[src/rtl/dcmi_ahb_slv_if.sv]
// rtl/dcmi_ahb_slv_if.sv - AHB-Lite slave bundle plus DCMI internal register bus
// Purpose: groups the AHB-Lite transfer signals and the single-cycle register-bus
//          strobes that dcmi_ahb_slv translates between.
// Signals:
//   hsel, htrans[1:0], hwrite, hsize[2:0], haddr[5:0], hwdata[31:0], hready  - AHB request side
//   hreadyout, hresp, hrdata[31:0]                                          - AHB response side
//   ahb_bus_sel, ahb_bus_wr, ahb_bus_rd, ahb_bus_addr[3:0],
//   ahb_bus_bsel[3:0], ahb_bus_wdata[31:0]                                   - register strobes
//   ahb_bus_rdata[31:0]                                                      - register read data
// Modports:
//   slave  - the front-end itself
//   master - its environment: the AHB master/interconnect together with the register block
interface dcmi_ahb_slv_if;
  logic        hsel;
  logic [1:0]  htrans;
  logic        hwrite;
  logic [2:0]  hsize;
  logic [5:0]  haddr;
  logic [31:0] hwdata;
  logic        hready;
  logic        hreadyout;
  logic        hresp;
  logic [31:0] hrdata;

  logic        ahb_bus_sel;
  logic        ahb_bus_wr;
  logic        ahb_bus_rd;
  logic [3:0]  ahb_bus_addr;
  logic [3:0]  ahb_bus_bsel;
  logic [31:0] ahb_bus_wdata;
  logic [31:0] ahb_bus_rdata;

  modport slave (
    input  hsel, htrans, hwrite, hsize, haddr, hwdata, hready, ahb_bus_rdata,
    output hreadyout, hresp, hrdata,
    output ahb_bus_sel, ahb_bus_wr, ahb_bus_rd, ahb_bus_addr, ahb_bus_bsel, ahb_bus_wdata
  );

  modport master (
    output hsel, htrans, hwrite, hsize, haddr, hwdata, hready, ahb_bus_rdata,
    input  hreadyout, hresp, hrdata,
    input  ahb_bus_sel, ahb_bus_wr, ahb_bus_rd, ahb_bus_addr, ahb_bus_bsel, ahb_bus_wdata
  );
endinterface

[src/rtl/dcmi_ahb_slv.sv]
// rtl/dcmi_ahb_slv.sv - AHB-Lite slave front-end for the DCMI register file
// Purpose: converts AHB-Lite address/data-phase transfers into single-cycle
//          register-bus strobes, decodes byte lanes, checks alignment and range,
//          and answers illegal transfers with a two-cycle ERROR response.
// Optional feature macro: DCMI_AHB_RD_WAIT_EN
//   defined   - reads take one wait state and hrdata comes from a capture register
//   undefined - all reads are zero-wait, hrdata is ahb_bus_rdata gated by the read strobe
// Parameters:
//   NUM_REGS - number of implemented 32-bit registers; word index >= NUM_REGS is unmapped
// Ports:
//   hclk - AHB clock
//   rstn - asynchronous active-low reset
//   bus  - dcmi_ahb_slv_if.slave (AHB-Lite slave signals and internal register bus)
module dcmi_ahb_slv #(
  parameter int NUM_REGS = 5
) (
  input  logic          hclk,
  input  logic          rstn,
  dcmi_ahb_slv_if.slave bus
);

  typedef enum logic [2:0] {
    ST_IDLE,
    ST_DATA,
    ST_ERR1,
    ST_ERR2,
    ST_RDW
  } state_t;

  state_t      state_q;
  logic        sel_q;
  logic        wr_q;
  logic        rd_q;
  logic [3:0]  addr_q;
  logic [3:0]  bsel_q;
  logic        hreadyout_q;
  logic        hresp_q;
`ifdef DCMI_AHB_RD_WAIT_EN
  logic [31:0] rdata_q;
`endif

  // Address-phase decode; these are the values latched on an accepting edge.
  logic        accept_d;
  logic [3:0]  bsel_d;
  logic        err_d;

  always_comb begin
    accept_d = bus.hsel & bus.htrans[1] & bus.hready;
    bsel_d   = 4'b0000;
    err_d    = 1'b0;
    case (bus.hsize)
      3'b000: bsel_d = 4'b0001 << bus.haddr[1:0];
      3'b001: begin
        bsel_d = bus.haddr[1] ? 4'b1100 : 4'b0011;
        err_d  = bus.haddr[0];
      end
      3'b010: begin
        bsel_d = 4'b1111;
        err_d  = |bus.haddr[1:0];
      end
      default: err_d = 1'b1;
    endcase
    if (int'({28'd0, bus.haddr[5:2]}) >= NUM_REGS) begin
      err_d = 1'b1;
    end
  end

  // All outputs except hrdata/ahb_bus_wdata are registered here, so every
  // strobe is a clean single-cycle pulse that cannot glitch with address decode.
  always_ff @(posedge hclk or negedge rstn) begin
    if (!rstn) begin
      state_q     <= ST_IDLE;
      sel_q       <= 1'b0;
      wr_q        <= 1'b0;
      rd_q        <= 1'b0;
      addr_q      <= 4'd0;
      bsel_q      <= 4'd0;
      hreadyout_q <= 1'b1;
      hresp_q     <= 1'b0;
`ifdef DCMI_AHB_RD_WAIT_EN
      rdata_q     <= 32'd0;
`endif
    end else begin
      // Strobes default low: they exist only in the cycle right after an accept.
      sel_q       <= 1'b0;
      wr_q        <= 1'b0;
      rd_q        <= 1'b0;
      addr_q      <= 4'd0;
      bsel_q      <= 4'd0;
      hreadyout_q <= 1'b1;
      hresp_q     <= 1'b0;

      if (state_q == ST_ERR1) begin
        // Second ERROR cycle is unconditional; hready was low so nothing was accepted.
        state_q <= ST_ERR2;
        hresp_q <= 1'b1;
      end
`ifdef DCMI_AHB_RD_WAIT_EN
      else if ((state_q == ST_DATA) && rd_q) begin
        // Read strobe cycle: sample the register while its address is still driven.
        state_q <= ST_RDW;
        rdata_q <= bus.ahb_bus_rdata;
      end
`endif
      else if (accept_d) begin
        if (err_d) begin
          state_q     <= ST_ERR1;
          hreadyout_q <= 1'b0;
          hresp_q     <= 1'b1;
        end else begin
          state_q <= ST_DATA;
          sel_q   <= 1'b1;
          wr_q    <= bus.hwrite;
          rd_q    <= ~bus.hwrite;
          addr_q  <= bus.haddr[5:2];
          bsel_q  <= bsel_d;
`ifdef DCMI_AHB_RD_WAIT_EN
          // Reads stall their strobe cycle; writes stay zero-wait.
          hreadyout_q <= bus.hwrite;
`endif
        end
      end else begin
        state_q <= ST_IDLE;
      end
    end
  end

  assign bus.hreadyout     = hreadyout_q;
  assign bus.hresp         = hresp_q;
  assign bus.ahb_bus_sel   = sel_q;
  assign bus.ahb_bus_wr    = wr_q;
  assign bus.ahb_bus_rd    = rd_q;
  assign bus.ahb_bus_addr  = addr_q;
  assign bus.ahb_bus_bsel  = bsel_q;
  assign bus.ahb_bus_wdata = bus.hwdata;

`ifdef DCMI_AHB_RD_WAIT_EN
  assign bus.hrdata = (state_q == ST_RDW) ? rdata_q : 32'd0;
`else
  assign bus.hrdata = rd_q ? bus.ahb_bus_rdata : 32'd0;
`endif

endmodule
[src/flat_wrapper.sv]
// flat-port wrapper written by rule: the top's interface ports become plain ports
module dcmi_ahb_slv_flat 
#(
  parameter int NUM_REGS = 5
)
  (hclk, rstn, bus_hsel, bus_htrans, bus_hwrite, bus_hsize, bus_haddr, bus_hwdata, bus_hready, bus_ahb_bus_rdata, bus_hreadyout, bus_hresp, bus_hrdata, bus_ahb_bus_sel, bus_ahb_bus_wr, bus_ahb_bus_rd, bus_ahb_bus_addr, bus_ahb_bus_bsel, bus_ahb_bus_wdata);
  dcmi_ahb_slv_if bus_i ();
  input  logic hclk;
  input  logic rstn;
  input wire logic [$bits(bus_i.hsel)-1:0] bus_hsel;
  input wire logic [$bits(bus_i.htrans)-1:0] bus_htrans;
  input wire logic [$bits(bus_i.hwrite)-1:0] bus_hwrite;
  input wire logic [$bits(bus_i.hsize)-1:0] bus_hsize;
  input wire logic [$bits(bus_i.haddr)-1:0] bus_haddr;
  input wire logic [$bits(bus_i.hwdata)-1:0] bus_hwdata;
  input wire logic [$bits(bus_i.hready)-1:0] bus_hready;
  input wire logic [$bits(bus_i.ahb_bus_rdata)-1:0] bus_ahb_bus_rdata;
  output wire logic [$bits(bus_i.hreadyout)-1:0] bus_hreadyout;
  output wire logic [$bits(bus_i.hresp)-1:0] bus_hresp;
  output wire logic [$bits(bus_i.hrdata)-1:0] bus_hrdata;
  output wire logic [$bits(bus_i.ahb_bus_sel)-1:0] bus_ahb_bus_sel;
  output wire logic [$bits(bus_i.ahb_bus_wr)-1:0] bus_ahb_bus_wr;
  output wire logic [$bits(bus_i.ahb_bus_rd)-1:0] bus_ahb_bus_rd;
  output wire logic [$bits(bus_i.ahb_bus_addr)-1:0] bus_ahb_bus_addr;
  output wire logic [$bits(bus_i.ahb_bus_bsel)-1:0] bus_ahb_bus_bsel;
  output wire logic [$bits(bus_i.ahb_bus_wdata)-1:0] bus_ahb_bus_wdata;
  assign bus_i.hsel = bus_hsel;
  assign bus_i.htrans = bus_htrans;
  assign bus_i.hwrite = bus_hwrite;
  assign bus_i.hsize = bus_hsize;
  assign bus_i.haddr = bus_haddr;
  assign bus_i.hwdata = bus_hwdata;
  assign bus_i.hready = bus_hready;
  assign bus_i.ahb_bus_rdata = bus_ahb_bus_rdata;
  assign bus_hreadyout = bus_i.hreadyout;
  assign bus_hresp = bus_i.hresp;
  assign bus_hrdata = bus_i.hrdata;
  assign bus_ahb_bus_sel = bus_i.ahb_bus_sel;
  assign bus_ahb_bus_wr = bus_i.ahb_bus_wr;
  assign bus_ahb_bus_rd = bus_i.ahb_bus_rd;
  assign bus_ahb_bus_addr = bus_i.ahb_bus_addr;
  assign bus_ahb_bus_bsel = bus_i.ahb_bus_bsel;
  assign bus_ahb_bus_wdata = bus_i.ahb_bus_wdata;
  dcmi_ahb_slv #(.NUM_REGS(NUM_REGS)) u_core (.hclk(hclk), .rstn(rstn), .bus(bus_i));
endmodule
[config.mk]
export PLATFORM = sky130hd
export DESIGN_NAME = dcmi_ahb_slv_flat
export DESIGN_NICKNAME = d
export VERILOG_FILES = /design/src/rtl/dcmi_ahb_slv_if.sv /design/src/rtl/dcmi_ahb_slv.sv /design/src/flat_wrapper.sv
export SDC_FILE = /design/constraint.sdc
export NUM_CORES = 1
export LEC_CHECK = 0
export CORE_MARGIN = 4
export CORE_UTILIZATION = 23
export DETAILED_ROUTE_END_ITERATION = 6
export PLACE_DENSITY_LB_ADDON = 0.08
export SLEW_MARGIN = 20
export SYNTH_ARGS = -nofsm -noshare
export SYNTH_HDL_FRONTEND = slang
export SYNTH_SLANG_ARGS = --single-unit
[constraint.sdc]
create_clock -name hclk -period 1.1 [get_ports hclk]
set_input_delay 0.22 -clock hclk [delete_from_list [all_inputs] [get_ports hclk]]
set_output_delay 0.22 -clock hclk [all_outputs]
set_load 0.01 [all_outputs]
==> results.md, run 1 <==
* Status: finished with violations
* Failing checks: setup timing
* Worst EP required at 0.88 ns
* Synthesized cell area at ~0.0010 mm2
* Syn Inst Count at about 120
* Yosys reg bits at 14
* Top cell type's share of synthesized area at 31.1%
* Setup crit start: u_core.bus.ahb_bus_rd
* P_leak at around 1.1 nW
* Post-synth ARST share at between 90% and 100%
* Final hold violation count at 0
* Post-route minimum period at approximately 1.4 ns
* Inserted Clock Buffers at 3
* DIE AREA at approximately 0.0057 mm2
* Final setup TNS at -8.31 ns
* Setup ws final at -0.284 ns
* Worst r2r dst: u_core.bus.ahb_bus_addr[2]
* Vias in the first global route at 1,017
* Hold buffers post-CTS at 0
* Met2 global-route usage at 20.9%
* Critical Path AT at roughly 1.2 ns
* WP buf/inv at 3
* GR Util met3 at roughly 2.6%
* Final global-route overflow total at 0
* GPL Wtd Cong at around 0.74
* Final instance area at 0.00224 mm2
* Post-route ant nets at 0
* Initial antenna violation count at 0
* Final core occ at between 50% and 60%
* Post-Route WL at between 3 and 4 mm
* Clk_lat worst skew at around 0.24 ns
* Largest delay share family, worst path: flip-flops
* Via density at 4.29
* Final nets at 280
* H-tree depth at 1
* HPWL Detailed at 2.93 mm
* Crit end category: output pin
* TritonCTS clock tree: built
* Initial core utilization at a little under a quarter
* Residual DRC count at 0
* Post-synth EDFFs at 0
* Synth cell count leaders: and2_1, buf_4, dfrtp_1
* Layout cell share with drive strength beyond 1 at between 50% and 60%
* Port-buffer cells at 91
* CTS clk-pin slew, worst paths at 0.06 ns
* HP Class: in -> async
* Synth cell types at 24
* R2r worst-path depth at 4
* CP most frequent cell: buf_6
* Max VDD drop at 0.558 mV
* Die height at roughly 75 um
* GR peak layer: met2
* Vias post-DR at roughly 1,100
* Pwr dens at about 700 mW/mm2
* R2r startpoint: u_core.state_q[1]
* Final setup viols at 33
* F_max at 723 MHz
* Critical path's largest stage delay at 0.41 ns
* Final Cycle Share at 126%
* RSZ-0062 raised after global routing: yes
* Slowest CP cell: dfrtp_1
* Core footprint at about 0.0044 mm2
* Cell-by-cell trace of the critical path: buf_6, buf_6, and2_4, buf_6
* Ant. Diodes at 0
* Ranking of synthesized cells by area: dfrtp_1, buf_4, and2_1
* Max Cap Viol at 0
* Startpoint Class: flip-flop
* Wirelength per Cell at around 15 um
* Clk buf depth at 2
* Cell row count at 24
* Placed cell area at 0.00187 mm2
* Reg2reg setup slack at 0.04 ns
* Primary FF master, synth: dfrtp_1
* Mapped Avg Cell Area at 8.94 um2
* Root Buffer: clkbuf_8
* DR iter-0 viols at 14
* Setup CP Type: reg -> out
* Yosys top cell by area: dfrtp_1
* Pin count of the biggest net entering global routing at 12
* First-pass GRT wire length at between 4 and 5 mm
* Met1 Track Usage GR at 10.7%
* DR pass1 iterations at 2
* Sequential share of the synthesized area at between 30% and 40%
* Clock Sinks at 14
* Skew final at 0.000305 ns
* Total Routing Usage GR at roughly 11%
* Yosys warns at 0
* IO Pins at 157
* Synth Net Count at ~200
* Max Slew Vio Count at 0
* Die span in x at about 75 um
* Crit Path Max Fanout at 8
* Synth-to-layout area growth at 115%
* Hold_ws at 0.167 ns
* Total power draw at roughly 0.0015 W
==> final cells by class <==
type,instances,area (um2)
timing repair buffer,113,1140
tap,52,65.1
multi-input combinational,65,624
clock buffer,4,55.1
inverter,3,11.3
fill,403,2140
sequential,14,352
==> power breakdown <==
| part | leakage (nW) | switching (W) | internal [W] |
|---|---|---|---|
| Clock | 0.0288 | 0.000173 | 0.000317 |
| Combinational | 0.850 | 0.000182 | 0.000280 |
| Sequential | 0.187 | 0.0000252 | 0.000557 |
| Total | 1.07 | 0.000381 | 0.00115 |
==> registers in the layout, indices dropped and copies added, names as in the netlist <==
name and count:
u_core.bus.ahb_bus_addr 4, u_core.bus.ahb_bus_bsel 4, u_core.state_q 2, u_core.bus.ahb_bus_rd 1, u_core.bus.ahb_bus_sel 1, u_core.bus.ahb_bus_wr 1, u_core.bus.hreadyout 1
==> through the flow <==
step | std cells | setup slack (ns)
after floorplan | 117 | 0.0400
after global placement | 237 | -0.462
after detailed placement | 237 | -0.482
after CTS | 249 | -0.311
after global routing | 251 | -0.335
final | 251 | -0.284
==> what timing repair did <==
action                     in CTS  in global routing
pin swaps                      11                 10
resized for setup             220                 46
gates cloned                    3                  0
setup buffers                   5                  2
setup endpoints to repair      58                 46
==> cells by family (layout without fill, tap and decap cells) <==
logic type / after synthesis / count (layout) / share of synthesized area [%]
and+or+nand+nor: 52 / 52 / 32.4
buffers and inverters: 38 / 120 / 25.1
DFF: 14 / 14 / 33.6
other: 1 / 1 / 0.359
AOI/OAI and AO/OA: 12 / 12 / 8.49
==> worst reg2reg max path, cell delays in order, from the launching register on <==
cell	delay, ns
dfrtp_1	0.40
nand2b_4	0.09
nand4b_4	0.17
buf_12	0.19
nor3_2	0.13
==> metal layers <==
metal  vias to the layer above  part of all wire [%]
met5                         -                     0
met4                         0                   1.4
met3                         4                    14
met2                        80                    55
met1                       482                    29
li1                        510                     -
==> cell usage in the layout, fill, tap and decap left out, types with 2 or more instances in the layout <==
cell              n
buf_6            39
clkdlybuf4s50_1  35
and2_4           26
dfrtp_1          13
buf_4            11
clkdlybuf4s15_1  10
and2_1            6
dlygate4sd2_1     6
buf_2             5
nor3_2            4
clkbuf_8          4
a21oi_1           3
nor3_4            3
inv_1             3
dlymetal6s2s_1    3
nand2b_4          2
nor2_4            2
o21ai_4           2
o21ai_0           2
nor2_1            2
nor4b_2           2
clkbuf_2          2
buf_12            2
==> worst max-delay path by stage <==
stage	to	cells past startpoint	slack [ns]
CTS	bus_hrdata[28]	4	-0.31
detailed placement	u_core.bus.ahb_bus_addr[1]	4	-0.48
floorplan	u_core.bus.ahb_bus_addr[0]	3	0.04
global placement	bus_hrdata[7]	3	-0.46
finish	bus_hrdata[27]	4	-0.28
global route	bus_hrdata[8]	4	-0.33
Note: power is estimated with default switching activity, not from simulation.
==> run 2: changes to the inputs <==
--- a/config.mk
+++ b/config.mk
@@ -6,8 +6,9 @@
 export NUM_CORES = 1
 export LEC_CHECK = 0
 export CORE_MARGIN = 4
-export CORE_UTILIZATION = 23
+export CORE_UTILIZATION = 25
 export DETAILED_ROUTE_END_ITERATION = 6
+export HOLD_SLACK_MARGIN = 0.03
 export PLACE_DENSITY_LB_ADDON = 0.08
 export SLEW_MARGIN = 20
 export SYNTH_ARGS = -nofsm -noshare
==> constraint.sdc (replaced) <==
create_clock -name hclk -period 1.6 [get_ports hclk]
set_input_delay 0.32 -clock hclk [delete_from_list [all_inputs] [get_ports hclk]]
set_output_delay 0.32 -clock hclk [all_outputs]
set_load 0.01 [all_outputs]
==> results.md, run 2 (synthesis gave the netlist of run 1 again) <==
* Status: completed
* Critical Path AT at around 1.2 ns
* Initial core utilization at 26.0%
* Total Routing Usage GR at between 10% and 20%
* Hold_ws at between 0.3 and 0.4 ns
* Most frequent cells in the layout: clkdlybuf4s50_1, dlygate4sd2_1, and2_1
* Vias post-DR at between 1,000 and 1,500
* Root Buffer: clkbuf_8
* Pwr dens at roughly 530 mW/mm2
* Final setup viols at 0
* Port-buffer cells at 91
* Crit end category: output pin
* Die height at 72.7 um
* GPL Wtd Cong at about 0.74
* Post-Place Cells at approximately 230
* Initial antenna violation count at 0
* Post-Route WL at 3.56 mm
* Layout cell share with drive strength beyond 1 at a little over a tenth
* Final hold violation count at 0
* HP Class: in -> async
* Most common cell after layout, fill and taps aside: clkdlybuf4s50_1
* Residual DRC count at 0
* Final Cycle Share at a little over nine tenths
* Vias in the first global route at just over 1,000
* Cell row count at 23
* Skew final at about 0.0018 ns
* HPWL Detailed at between 3 and 4 mm
* P_leak at 0.928 nW
* RSZ-0062 raised after global routing: no
* H-tree depth at 1
* CTS clk-pin slew, worst paths at ~0.060 ns
* Synth-to-layout area growth at 77.9%
* TritonCTS clock tree: built
* Max VDD drop at roughly 0.23 mV
* Fillers at between 400 and 500
* Worst EP required at around 1.3 ns
* Startpoint Class: flip-flop
* Non-filler cells, final at around 240
* Core footprint at approximately 0.0040 mm2
* DIE AREA at 0.00528 mm2
* Die span in x at roughly 73 um
* IO Pins at about 160
* Pin count of the biggest net entering global routing at 34
* Via density at about 4.3
* Max Cap Viol at 0
* Clk buf depth at 2
* F_max at between 600 and 700 MHz
* First-pass GRT wire length at ~5.2 mm
* Post-route ant nets at 0
* Setup CP Type: reg -> out
* Clk_lat worst skew at approximately 0.24 ns
* Max Slew Vio Count at 0
* Wirelength per Cell at 15.1 um
* Final core occ at between 40% and 50%
* Final global-route overflow total at 0
* Final nets at about 270
* Clock Sinks at 14
* Post-route minimum period at roughly 1.5 ns
* Inserted Clock Buffers at 3
* Ant. Diodes at 0
* Crit Path Max Fanout at 33
* DR iter-0 viols at 8
* DR pass1 iterations at 2
## run 2: changes by cell type in the layout (fill, tap and decap cells not counted), sizes merged
cell,before,now
clkdlybuf4s15,10,0
dlymetal6s2s,3,0
dlygate4sd2,6,34
buf,57,9
clkbuf,6,4
clkdlybuf4s50,35,57
## run 2: metrics by stage
stage          setup WS (ns)  area, um2  setup TNS (ns)  power (W)
2_1_floorplan          0.467       1050               0   0.000552
5_1_grt              0.00794       1860               0    0.00103
3_5_place_dp          -0.179       1850           -5.10   0.000661
6_report              0.0528       1860               0   0.000988
3_3_place_gp          -0.158       1850           -4.67   0.000654
4_1_cts               0.0332       1860               0    0.00100
## run 2: worst max-delay path: stages, from the launching register on
cell           delay (ns)
dfrtp_1              0.39
buf_12               0.16
and2_1               0.15
dlygate4sd2_1        0.28
## run 2: what timing repair did
action	4_1_cts	5_1_grt
hold buffers	0	0
setup buffers	0	0
resized for setup	34	0
endpoints found under the setup margin	34	0
## run 2: final cells by class
| class | instances | area, um2 | share of cell area (%) |
|---|---|---|---|
| Timing Repair Buffer | 100 | 948 | 51.0 |
| Multi-Input combinational cell | 65 | 432 | 23.2 |
| Sequential cell | 14 | 352 | 18.9 |
| Tap cell | 50 | 62.6 | 3.36 |
| Clock buffer | 4 | 55.1 | 2.96 |
| Inverter | 3 | 11.3 | 0.605 |
## run 2: report_power, final
group / total, W / switching [W] / internal (W)
Combinational: 0.000258 / 0.0000952 / 0.000163
Sequential: 0.000391 / 0.00000843 / 0.000383
Clock: 0.000339 / 0.000121 / 0.000218
Total: 0.000988 / 0.000225 / 0.000763
## run 2: path summary, 6_finish.rpt
kind                       cells after the start  slack, ns             startpoint                          to
max                                            3       0.05  u_core.bus.ahb_bus_rd              bus_hrdata[25]
min                                            2       0.39                   rstn           u_core.state_q[0]
max reg2reg                                    3       0.44      u_core.state_q[1]  u_core.bus.ahb_bus_addr[0]
min reg2reg                                    2       0.61      u_core.state_q[1]           u_core.state_q[1]
max in group asynchronous                      2       0.98                   rstn        u_core.bus.hreadyout
min in group hclk                              2       0.61      u_core.state_q[1]           u_core.state_q[1]
## run 2: routing by layer
layer	track usage [%]	wire, um
met3	5.65	555
met1	11.7	1120
met5	0	0
met4	5.33	38
met2	23.2	1840
==> run 3: changes to the inputs <==
--- a/config.mk
+++ b/config.mk
@@ -7,6 +7,7 @@
 export LEC_CHECK = 0
 export CORE_MARGIN = 4
 export CORE_UTILIZATION = 25
+export CTS_CLUSTER_DIAMETER = 150
 export DETAILED_ROUTE_END_ITERATION = 6
 export HOLD_SLACK_MARGIN = 0.03
 export PLACE_DENSITY_LB_ADDON = 0.08
@@ -14,3 +15,4 @@
 export SYNTH_ARGS = -nofsm -noshare
 export SYNTH_HDL_FRONTEND = slang
 export SYNTH_SLANG_ARGS = --single-unit
+export TNS_END_PERCENT = 20
==> results.md, run 3 (synthesis gave the netlist of run 1 again) <==
* Layout cell share with drive strength beyond 1 at between 10% and 20%
* Final nets at 267
* Non-filler cells, final at 236
* R2r worst-path depth at 3
* Critical Path AT at around 1.2 ns
* Reg2reg setup slack at 0.44 ns
* Crit end category: output pin
* Final Cycle Share at 96.6%
* Net Sw Power at about 0.00022 W
* WP buf/inv at 2
* Vias post-DR at between 1,000 and 1,500
* Inserted Clock Buffers at 3
* Ant. Diodes at 0
* Post-Route WL at ~3.6 mm
* Setup CP Type: reg -> out
* Total power draw at approximately 0.00099 W
* Hold buffers post-CTS at 0
* Post-route minimum period at 1.55 ns
* Die span in x at ~73 um
* Setup ws final at 0.0548 ns
* Final setup viols at 0
* H-tree depth at 1
* Clock share of power at between 30% and 40%
* Most common cell after layout, fill and taps aside: clkdlybuf4s50_1
* Postcts setup bufs at 0
* Pin count of the biggest net entering global routing at 34
* Setup crit start: u_core.bus.ahb_bus_rd
* Largest delay share family, worst path: buffers and inverters
* Post-route ant nets at 0
* Wirelength per Cell at 15.0 um
* IO Pins at approximately 160
* Pwr dens at between 500 and 600 mW/mm2
* F_max at about 650 MHz
* Internal power at 0.000763 W
* HP Class: in -> async
* Die height at slightly above 70 um
* HPWL Detailed at ~3.1 mm
* Slowest CP cell: dfrtp_1
* Vias in the first global route at between 1,000 and 1,500
* Clk_lat worst skew at 0.24 ns
* DIE AREA at approximately 0.0053 mm2
* Critical path's largest stage delay at 0.39 ns
* Via density at 4.35
* Residual DRC count at 0
* RSZ-0062 raised after global routing: no
* Skew final at between 0.0015 and 0.002 ns
* Max VDD drop at ~0.23 mV
* Startpoint Class: flip-flop
* Total Routing Usage GR at between 10 and 15%
* Final global-route overflow total at 0
* Max Cap Viol at 0
* Port-buffer cells at 91
* Final hold violation count at 0
* Crit Path Max Fanout at 33
* Initial core utilization at 26.0%
* Comb power frac at approximately a quarter
* Clk buf depth at 2
* CTS clk-pin slew, worst paths at 0.06 ns
* Worst EP required at between 1 and 1.5 ns
* R2r startpoint: u_core.state_q[1]
* DR pass1 iterations at 2
* First-pass GRT wire length at around 5.2 mm
* Initial antenna violation count at 0
* Hold_ws at between 0.3 and 0.4 ns
* Root Buffer: clkbuf_8
* Cell row count at 23
* Core footprint at 0.00403 mm2
* GPL Wtd Cong at around 0.74
* Max Slew Vio Count at 0
* DR iter-0 viols at 9
* Status: completed
* Fillers at around 400
* Worst r2r dst: u_core.bus.ahb_bus_addr[0]
* Most frequent cells in the layout: clkdlybuf4s50_1, dlygate4sd2_1, and2_1
* P_leak at between 0.9 and 1 nW
* Post-Place Cells at approximately 230
* Synth-to-layout area growth at 77.9%
* Cell-by-cell trace of the critical path: buf_12, and2_1, dlygate4sd2_1
* Flop pwr share at about two fifths
* Sw Share at a little under a quarter
* Clock Sinks at 14
* Place WS at -0.179 ns
* TritonCTS clock tree: built
-- run 3: cell counts in the layout (fill, tap and decap cells not counted) --
No cell type changed its count.
-- run 3: final cells by class --
cell class / instances / area, um2 / area share (%)
inverter: 3 / 11.3 / 0.605
clock buffer: 4 / 55.1 / 2.96
timing repair buffer: 100 / 948 / 51.0
tap: 50 / 62.6 / 3.36
sequential: 14 / 352 / 18.9
multi-input combinational: 65 / 432 / 23.2
-- run 3: what timing repair did --
item | in CTS | in global routing
resized for setup | 34 | 0
endpoints found under the hold margin | 0 | 0
endpoints found under the setup margin | 34 | 0
-- run 3: stage by stage --
step | setup TNS, ns | utilization [%] | cell area, um2
6_report | 0 | 46.2 | 1860
5_1_grt | 0 | 46.2 | 1860
4_1_cts | 0 | 46.2 | 1860
3_5_place_dp | -5.10 | 45.9 | 1850
3_3_place_gp | -4.67 | 45.9 | 1850
2_1_floorplan | 0 | - | 1050
-- run 3: worst max-delay path by stage --
stage,end,slack [ns],depth (start not counted)
after floorplan,bus_hrdata[0],0.47,2
after global placement,bus_hrdata[15],-0.16,3
after detailed placement,bus_hrdata[31],-0.18,3
after CTS,bus_hrdata[25],0.03,3
after global routing,bus_hrdata[25],0.01,3
final,bus_hrdata[25],0.05,3
-- run 3: layer usage --
layer  vias up  GRT usage [%]  share of wire (%)
met2        90           23.3                 52
met4         0           5.33                1.1
met5         -              0                  0
met3         4           5.65                 16
met1       451           11.4                 31
li1        482              -                  -
-- run 3: power by group through the flow --
stage / registers (W) / logic [W] / clock network (W)
6_report: 0.000391 / 0.000258 / 0.000339
5_1_grt: 0.000393 / 0.000280 / 0.000361
2_1_floorplan: 0.000406 / 0.000146 / 0
3_5_place_dp: 0.000398 / 0.000263 / 0
3_3_place_gp: 0.000397 / 0.000257 / 0
4_1_cts: 0.000392 / 0.000262 / 0.000350
